<file path="config.mk">
export PLATFORM = sky130hd
export DESIGN_NAME = feed_ab
export DESIGN_NICKNAME = d
export VERILOG_FILES = /design/src/rtl/feed_ab.sv
export SDC_FILE = /design/constraint.sdc
export NUM_CORES = 1
export LEC_CHECK = 0
export CAP_MARGIN = 15
export CORE_ASPECT_RATIO = 1.75
export CORE_MARGIN = 4
export CORE_UTILIZATION = 50
export DETAILED_ROUTE_END_ITERATION = 7
export PLACE_DENSITY = 0.84
export SLEW_MARGIN = 40
export SYNTH_ARGS = -nofsm -noshare
export SYNTH_HDL_FRONTEND = slang
export SYNTH_SLANG_ARGS = --single-unit
</file>
<file path="constraint.sdc">
create_clock -name clk -period 4.15 [get_ports clk]
set_input_delay 0.83 -clock clk [delete_from_list [all_inputs] [get_ports clk]]
set_output_delay 0.83 -clock clk [all_outputs]
set_load 0.05 [all_outputs]
</file>
<file path="src/rtl/feed_ab.sv">
// feed_ab: head-of-chain feeder for the A/B operand FIFO chains.
// Streams one K-deep tile from a fixed-latency read memory into FIFO A and FIFO B.
module feed_ab #(
   parameter int D_WIDTH     = 64,
   parameter int A_NUM_WIDTH = 1,
   parameter int B_NUM_WIDTH = 1,
   parameter int K_WIDTH     = 8,
   parameter int ADDR_W      = 32,
   parameter int RD_LAT      = 2
) (
   input  logic               clk,
   input  logic               rst_n,
   input  logic               start,
   input  logic [ADDR_W-1:0]  base_A,
   input  logic [ADDR_W-1:0]  base_B,
   input  logic [K_WIDTH-1:0] k_len,
   output logic               busy,
   output logic               done,
   output logic               mem_re,
   output logic [ADDR_W-1:0]  mem_raddr,
   input  logic [D_WIDTH-1:0] mem_rdata,
   output logic               fifo_A_wr_en,
   output logic [D_WIDTH-1:0] fifo_A_data,
   input  logic               fifo_A_almost_full,
   output logic               fifo_B_wr_en,
   output logic [D_WIDTH-1:0] fifo_B_data,
   input  logic               fifo_B_almost_full
);

   typedef enum logic [2:0] {IDLE, RD_A, RD_B, DRAIN, DONE} state_t;

   state_t                 state_q, state_d;
   logic [ADDR_W-1:0]      ptr_a_q, ptr_a_d;
   logic [ADDR_W-1:0]      ptr_b_q, ptr_b_d;
   logic [K_WIDTH-1:0]     k_rem_q, k_rem_d;
   logic [A_NUM_WIDTH-1:0] cnt_a_q, cnt_a_d;
   logic [B_NUM_WIDTH-1:0] cnt_b_q, cnt_b_d;
   logic                   issue, dest;
   logic [RD_LAT-1:0]      tag_v_q, tag_d_q;
   logic                   a_wr_q, b_wr_q;
   logic [D_WIDTH-1:0]     a_data_q, b_data_q;

   always_comb begin
      state_d   = state_q;
      ptr_a_d   = ptr_a_q;
      ptr_b_d   = ptr_b_q;
      k_rem_d   = k_rem_q;
      cnt_a_d   = cnt_a_q;
      cnt_b_d   = cnt_b_q;
      issue     = 1'b0;
      dest      = 1'b0;
      mem_raddr = '0;
      unique case (state_q)
         IDLE: begin
            if (start) begin
               ptr_a_d = base_A;
               ptr_b_d = base_B;
               k_rem_d = k_len;
               state_d = (k_len == '0) ? DONE : RD_A;
            end
         end
         RD_A: begin
            if (!fifo_A_almost_full) begin
               issue     = 1'b1;
               mem_raddr = ptr_a_q;
               ptr_a_d   = ptr_a_q + ADDR_W'(1);
               cnt_a_d   = cnt_a_q + A_NUM_WIDTH'(1);
               if (cnt_a_q == '1) state_d = RD_B;
            end
         end
         RD_B: begin
            if (!fifo_B_almost_full) begin
               issue     = 1'b1;
               dest      = 1'b1;
               mem_raddr = ptr_b_q;
               ptr_b_d   = ptr_b_q + ADDR_W'(1);
               cnt_b_d   = cnt_b_q + B_NUM_WIDTH'(1);
               if (cnt_b_q == '1) begin
                  k_rem_d = k_rem_q - K_WIDTH'(1);
                  state_d = (k_rem_q == K_WIDTH'(1)) ? DRAIN : RD_A;
               end
            end
         end
         DRAIN: begin
            if (tag_v_q == '0) state_d = DONE;
         end
         DONE: state_d = IDLE;
         default: state_d = IDLE;
      endcase
   end

   always_ff @(posedge clk or negedge rst_n) begin
      if (!rst_n) begin
         state_q <= IDLE;
         ptr_a_q <= '0;
         ptr_b_q <= '0;
         k_rem_q <= '0;
         cnt_a_q <= '0;
         cnt_b_q <= '0;
      end else begin
         state_q <= state_d;
         ptr_a_q <= ptr_a_d;
         ptr_b_q <= ptr_b_d;
         k_rem_q <= k_rem_d;
         cnt_a_q <= cnt_a_d;
         cnt_b_q <= cnt_b_d;
      end
   end

   // Tag pipe tracks {valid, dest} in lockstep with the memory latency
   always_ff @(posedge clk or negedge rst_n) begin
      if (!rst_n) begin
         tag_v_q  <= '0;
         tag_d_q  <= '0;
         a_wr_q   <= 1'b0;
         b_wr_q   <= 1'b0;
         a_data_q <= '0;
         b_data_q <= '0;
      end else begin
         tag_v_q[0] <= issue;
         tag_d_q[0] <= dest;
         for (int i = 1; i < RD_LAT; i++) begin
            tag_v_q[i] <= tag_v_q[i-1];
            tag_d_q[i] <= tag_d_q[i-1];
         end
         a_wr_q <= tag_v_q[RD_LAT-1] & ~tag_d_q[RD_LAT-1];
         b_wr_q <= tag_v_q[RD_LAT-1] &  tag_d_q[RD_LAT-1];
         if (tag_v_q[RD_LAT-1] && !tag_d_q[RD_LAT-1]) a_data_q <= mem_rdata;
         if (tag_v_q[RD_LAT-1] &&  tag_d_q[RD_LAT-1]) b_data_q <= mem_rdata;
      end
   end

   assign mem_re       = issue;
   assign busy         = (state_q != IDLE);
   assign done         = (state_q == DONE);
   assign fifo_A_wr_en = a_wr_q;
   assign fifo_A_data  = a_data_q;
   assign fifo_B_wr_en = b_wr_q;
   assign fifo_B_data  = b_data_q;

endmodule
</file>
== Yosys cells after proc, flatten, opt, wreduce, memory -nomap -nowiden ==
Index checks and enable logic that the tools add are counted.
Widths: inputs -> output; s select.

* Flip-flop bits (word level): 211
* Input port bits: 141
* Word-level logic and storage cells: 74

* $add $sub $neg: 5
* Equal/unequal tests: 11
* Multiplexer cells: 26
* Bitwise gates (word level): 5
* Reductions and logical operators: 15

{| class="wikitable"
|+ Operator list
! operator !! number
|-
| $mux 32 || 6
|-
| $pmux 32 s2 || 3
|-
| $add 32x1->32 const B || 2
|-
| $mux 8 || 3
|-
| $mux 3 || 7
|-
| $pmux 8 s2 || 1
|-
| $ne 2x2->1 const B || 6
|-
| $pmux 3 s4 || 1
|-
| $eq 8x1->1 const B || 1
|-
| $logic_not 8->1 || 1
|-
| $sub 8x1->8 const B || 1
|-
| $eq 3x2->1 const B || 2
|-
| $reduce_and 3->1 || 2
|-
| $reduce_and 6->1 || 1
|-
| $reduce_and 2->1 || 2
|-
| $reduce_and 4->1 || 1
|-
| $reduce_bool 2->1 || 2
|-
| $eq 3x1->1 const B || 1
|-
| $eq 3x3->1 const B || 1
|-
| $logic_not 3->1 || 1
|-
| $mux 1 || 3
|-
| $not 1->1 || 3
|-
| $reduce_bool 3->1 || 1
|-
| $add 1x1->1 const B || 2
|-
| other kinds (6) || 8
|}

== Longest topological paths before layout ==
* Depth in word-level cells: 5
* Mapped depth: 7
* Mapped depth without buffers: 6

== Worst setup path before layout ==
Ideal clock, no wire load.

* Path type: flip-flop to output port
* Start: reg state_q[2]
* End: out mem_re
* Arrival time: 2.100 ns
* Required time: 3.320 ns
* Setup slack: 1.220 ns
* Stages on the path, launching flop included: 6
* Path buffers: 3
* Path through: dfrtp_1 -> buf_6 -> or3b_1 -> buf_2 -> buf_2 -> o22ai_1

* Cells in the longest elaborated chain, start to end: 2

{| class="wikitable"
|+ RTL lines
! what !! line !! RTL
|-
| from (decl) || 32 || <nowiki>state_t state_q, state_d;</nowiki>
|-
| from (signal assigned) || 101 || <nowiki>state_q <= state_d;</nowiki>
|-
| $eq 3x2->1 or $eq 3x1->1 (tied branches) || 53 || <nowiki>unique case (state_q)</nowiki>
|-
| $pmux 1 s2 (*) || 53 ||
|-
| to (decl) || 19 || <nowiki>output logic mem_re,</nowiki>
|}

Mark *: on every way between the ends. The rest lies on a longest branch, timed or not.

== Final worst setup path ==
* Start: reg state_q[0]
* End: out mem_raddr[13]

* Cells in the longest elaborated chain, start to end: 2

{| class="wikitable"
|+ RTL lines
! what !! line !! RTL
|-
| $eq 3x2->1 or $eq 3x1->1 (tied branches) || 53 ||
|-
| $pmux 32 s2 (*) || 53 ||
|-
| to (decl) || 20 || <nowiki>output logic [ADDR_W-1:0] mem_raddr,</nowiki>
|}

Marked as above.

==> impl_metrics.csv <==
group,metric,value,unit
run_status,status,"completed",
die,die_w,117,microns
worst_setup_path,cp_max_fo,33,
routing,drt_first_pass_iters,7,
die,fp.coreArea,20400,sq um
clocking,numCtsBuffers,20,
power,p_switching,6.78,mW
power,power_report.internal_total,7.33,mW
die,io_pins,306,
finish,final_cell_mix,"271 x clkdlybuf4s50_1, 211 x dfrtp_1, 128 x mux2_2, 75 x nand2_1, 64 x a21oi_1",
min_path,hold_class,"primary input to async pin",
finish,mostFrequentLayoutCell,"clkdlybuf4s50_1",
finish,final_area,14500,sq um
global_routing,grt_pass1_vias,8995,
synth,syn_avg_cell_area,11.0,sq um
global_routing,grt_pass1_wl,50.6,mm
timing,finalSetupTns,0,ps
timing,fmax,0.279,GHz
synth,synthArstFlopShare,100,%
routing,met1Wirelength,11.3,mm
global_routing,grt_max_degree,116,
power,pwr-share-clk,13.0,%
power,leakage,5.91,nW
clocking,postCtsHoldBufs,0,
timing,finalClockSkew,7.46,ps
place,routabilityCongestion,0.962,
worst_setup_path,critPathKind,"flip-flop to output pin",
clocking,cts-root-buf,"clkbuf_16",
routing,wl_met3,2.52,mm
synth,synth-main-ff-cell,"dfrtp_1",
worst_setup_path,path_cells,"or3b_1, buf_4, nor2_2, buf_4, a22o_1, buf_12",
clocking,worstSkewPairLatency,490,ps
routing,drc,0,
power,p_seq_share,29.3,%
routing,drt_iter0_drc,708,
routing,wl_per_cell,22.4,microns
routing,vias,9040,
synth,syn_nets,1094,
synth,yosys-top-cells-area,"dfrtp_1 51%, mux2_2 14%, a21oi_1 3.1%, nand2_1 2.7%, a22o_1 2.4%",
synth,synthDistinctLibCells,74,
clocking,htreeDepth,1,
synth,ys_ff_latch,211,
worst_setup_path,end_kind,"output pin",
place,pre_cts_slack,782,ps
power,power_density,970,nW/um^2
clocking,clk_pin_slew_worst_paths,70,ps
synth,synth_edf_count,0,
finish,fin_nets,1371,
timing,holdWs,318,ps
power,p_total,14.1,mW
power,irDropWorstVdd,0.584,mV
timing,post-route-min-period,3580,ps
clocking,cts_buffer_depth,3,
synth,yosysWarnings,0,
place,port_buffers,305,
finish,seq_area,5280,sq um
worst_setup_path,crit_path_frequent_cell,"buf_4",
die,start_util,51.1,%
worst_setup_path,critPathLaunchType,"flip-flop",
worst_setup_path,required,3320,ps
timing,tightest_slew,688,ps
synth,ys_seq_area_share,50.8,%
place,placed_area,13900,sq um
timing,slew_violations,0,
power,power.share.switching,48.1,%
global_routing,overflow,0,
synth,synth_top_area_cell,"dfrtp_1",
routing,met2_length,17.8,mm
routing,routed_wirelength,33.2,mm
global_routing,grt_use_total,27.9,%
worst_setup_path,r2r_cells,7,
flow_run,drv_cap,0,
routing,vias_per_cell,6.08,
synth,netlist.area_leader.share,50.8,%
worst_setup_path,rr_startpoint,"state_q[0]",
synth,synth_area,10400,sq um
worst_setup_path,max_stage_delay,700,ps
timing,setup_ws,567,ps
worst_setup_path,arrival,2750,ps
die,fp.dieArea,23300,sq um
place,dp_hpwl,24.6,mm
timing,setup_viol,0,
finish,multi_input_area,4760,sq um
worst_setup_path,cpMaxStageDelayCell,"dfrtp_1",
timing,finalHoldViolCount,0,
clocking,clkSinkCount,211,
worst_setup_path,r2r-end,"ptr_a_q[29]",
die,die_h,199,microns
routing,drtAntennaViolNets,0,
timing,fin_crit_sh,86.3,%
timing,rsz0062_at_grt,"false",
clocking,cts_setup_buffers,0,
die,rows,69,
routing,top_layer,"met5",
timing,slew_headroom,54.1,%
finish,num-fill-cells,1439,
finish,drive_above_1_share,19.3,%
worst_setup_path,ff2ff_setup_slack,1580,ps
finish,area_growth,39.9,%
clocking,cts_tree,"yes",
clocking,cts-resized-gates,0,
synth,postSynthCellCount,949,
power,combPwrFrac,57.7,%
global_routing,antenna_found_initial,3,
## how the worst max path moves through the flow
stage	endpoint	slack, ps	from
final	mem_raddr[13]	570	state_q[0]
after global placement	mem_raddr[23]	810	fifo_B_almost_full
after global routing	mem_raddr[13]	430	state_q[0]
after CTS	mem_raddr[13]	550	state_q[0]
after detailed placement	mem_raddr[23]	780	fifo_B_almost_full
after floorplan	mem_re	1220	state_q[2]
## Yosys cell counts (3+ instances only)
master     count
and2_1        11
a2bb2oi_1     14
buf_6          5
or2_0          3
mux2i_1        4
ha_1           4
buf_2         33
a22oi_1        3
o22ai_1       22
or3_1          5
inv_1          9
a41oi_1        3
and3_2         3
mux2_2       128
nor3_1        25
a31oi_1       11
nand2b_1       3
a211o_1        3
o21ai_0       35
nand3_1       25
dfrtp_1      211
and4_1         7
clkbuf_1      21
nor4_1        10
a21o_1         5
nor2_1        55
nor3_2         3
nand2_1       76
nand4_1       24
o21a_1         5
a21oi_1       65
a211oi_1      12
and3_1        13
clkbuf_8       4
a311oi_1       4
a22o_1        28
o22a_1         9
## cell families (layout without fill, tap and decap cells)
group                    after synthesis  after routing  synth area share (%)
AO/OA/AOI/OAI                        237            237                  15.2
XOR/XNOR                               2              2                 0.168
adder cells (fa/ha/maj)                4              4                 0.481
buffers and inverters                 75            362                  3.86
flip-flops                           211            211                  50.8
multiplexers                         132            132                  14.2
other                                  0              2                     0
AND/OR/NAND/NOR                      288            288                  15.3
## through the flow
stage          cells  util [%]
6_report        1486      71.4
3_5_place_dp    1452      68.2
2_1_floorplan    949         -
4_1_cts         1484      71.4
3_3_place_gp    1452      68.1
5_1_grt         1486      71.4
## area by class of cell
type                    count  share of cell area (%)
flip-flops and latches    211                    36.3
multi-input cells         663                    32.7
repair buffers            320                    24.2
clock buffers              26                    3.88
well taps                 248                    2.13
clock inverters             6                   0.550
inverters                  10                   0.258
diodes                      2                  0.0344
## critical path, delay by kind of cell, from the launching register on
family | cells | cell delay [ps]
DFF | 1 | 700
AOI/OAI and AO/OA | 1 | 260
buffers and inverters | 3 | 730
and+or+nand+nor | 2 | 560
## routing by layer
metal	vias to the layer above	global-route usage [%]
met5	-	0
met4	2	12.8
met3	92	5.51
met2	419	50.8
met1	4427	30.6
li1	4100	-
## power by group through the flow
stage | Combinational, mW | Sequential (mW) | Clock [mW]
2_1_floorplan | 3.24 | 6.07 | 0
3_3_place_gp | 7.96 | 4.06 | 0
6_report | 8.13 | 4.13 | 1.84
3_5_place_dp | 8.13 | 4.13 | 0
4_1_cts | 8.17 | 4.11 | 1.88
5_1_grt | 8.56 | 4.27 | 1.96
## state kept, by name, summed over array words and instances (netlist names)
| signal | count |
|---|---|
| cnt_a_q | 1 |
| cnt_b_q | 1 |
| fifo_A_data | 64 |
| fifo_A_wr_en | 1 |
| fifo_B_data | 64 |
| fifo_B_wr_en | 1 |
| k_rem_q | 8 |
| ptr_a_q | 32 |
| ptr_b_q | 32 |
| state_q | 3 |
| tag_d_q | 2 |
| tag_v_q | 2 |
(Power assumes the default switching activity.)
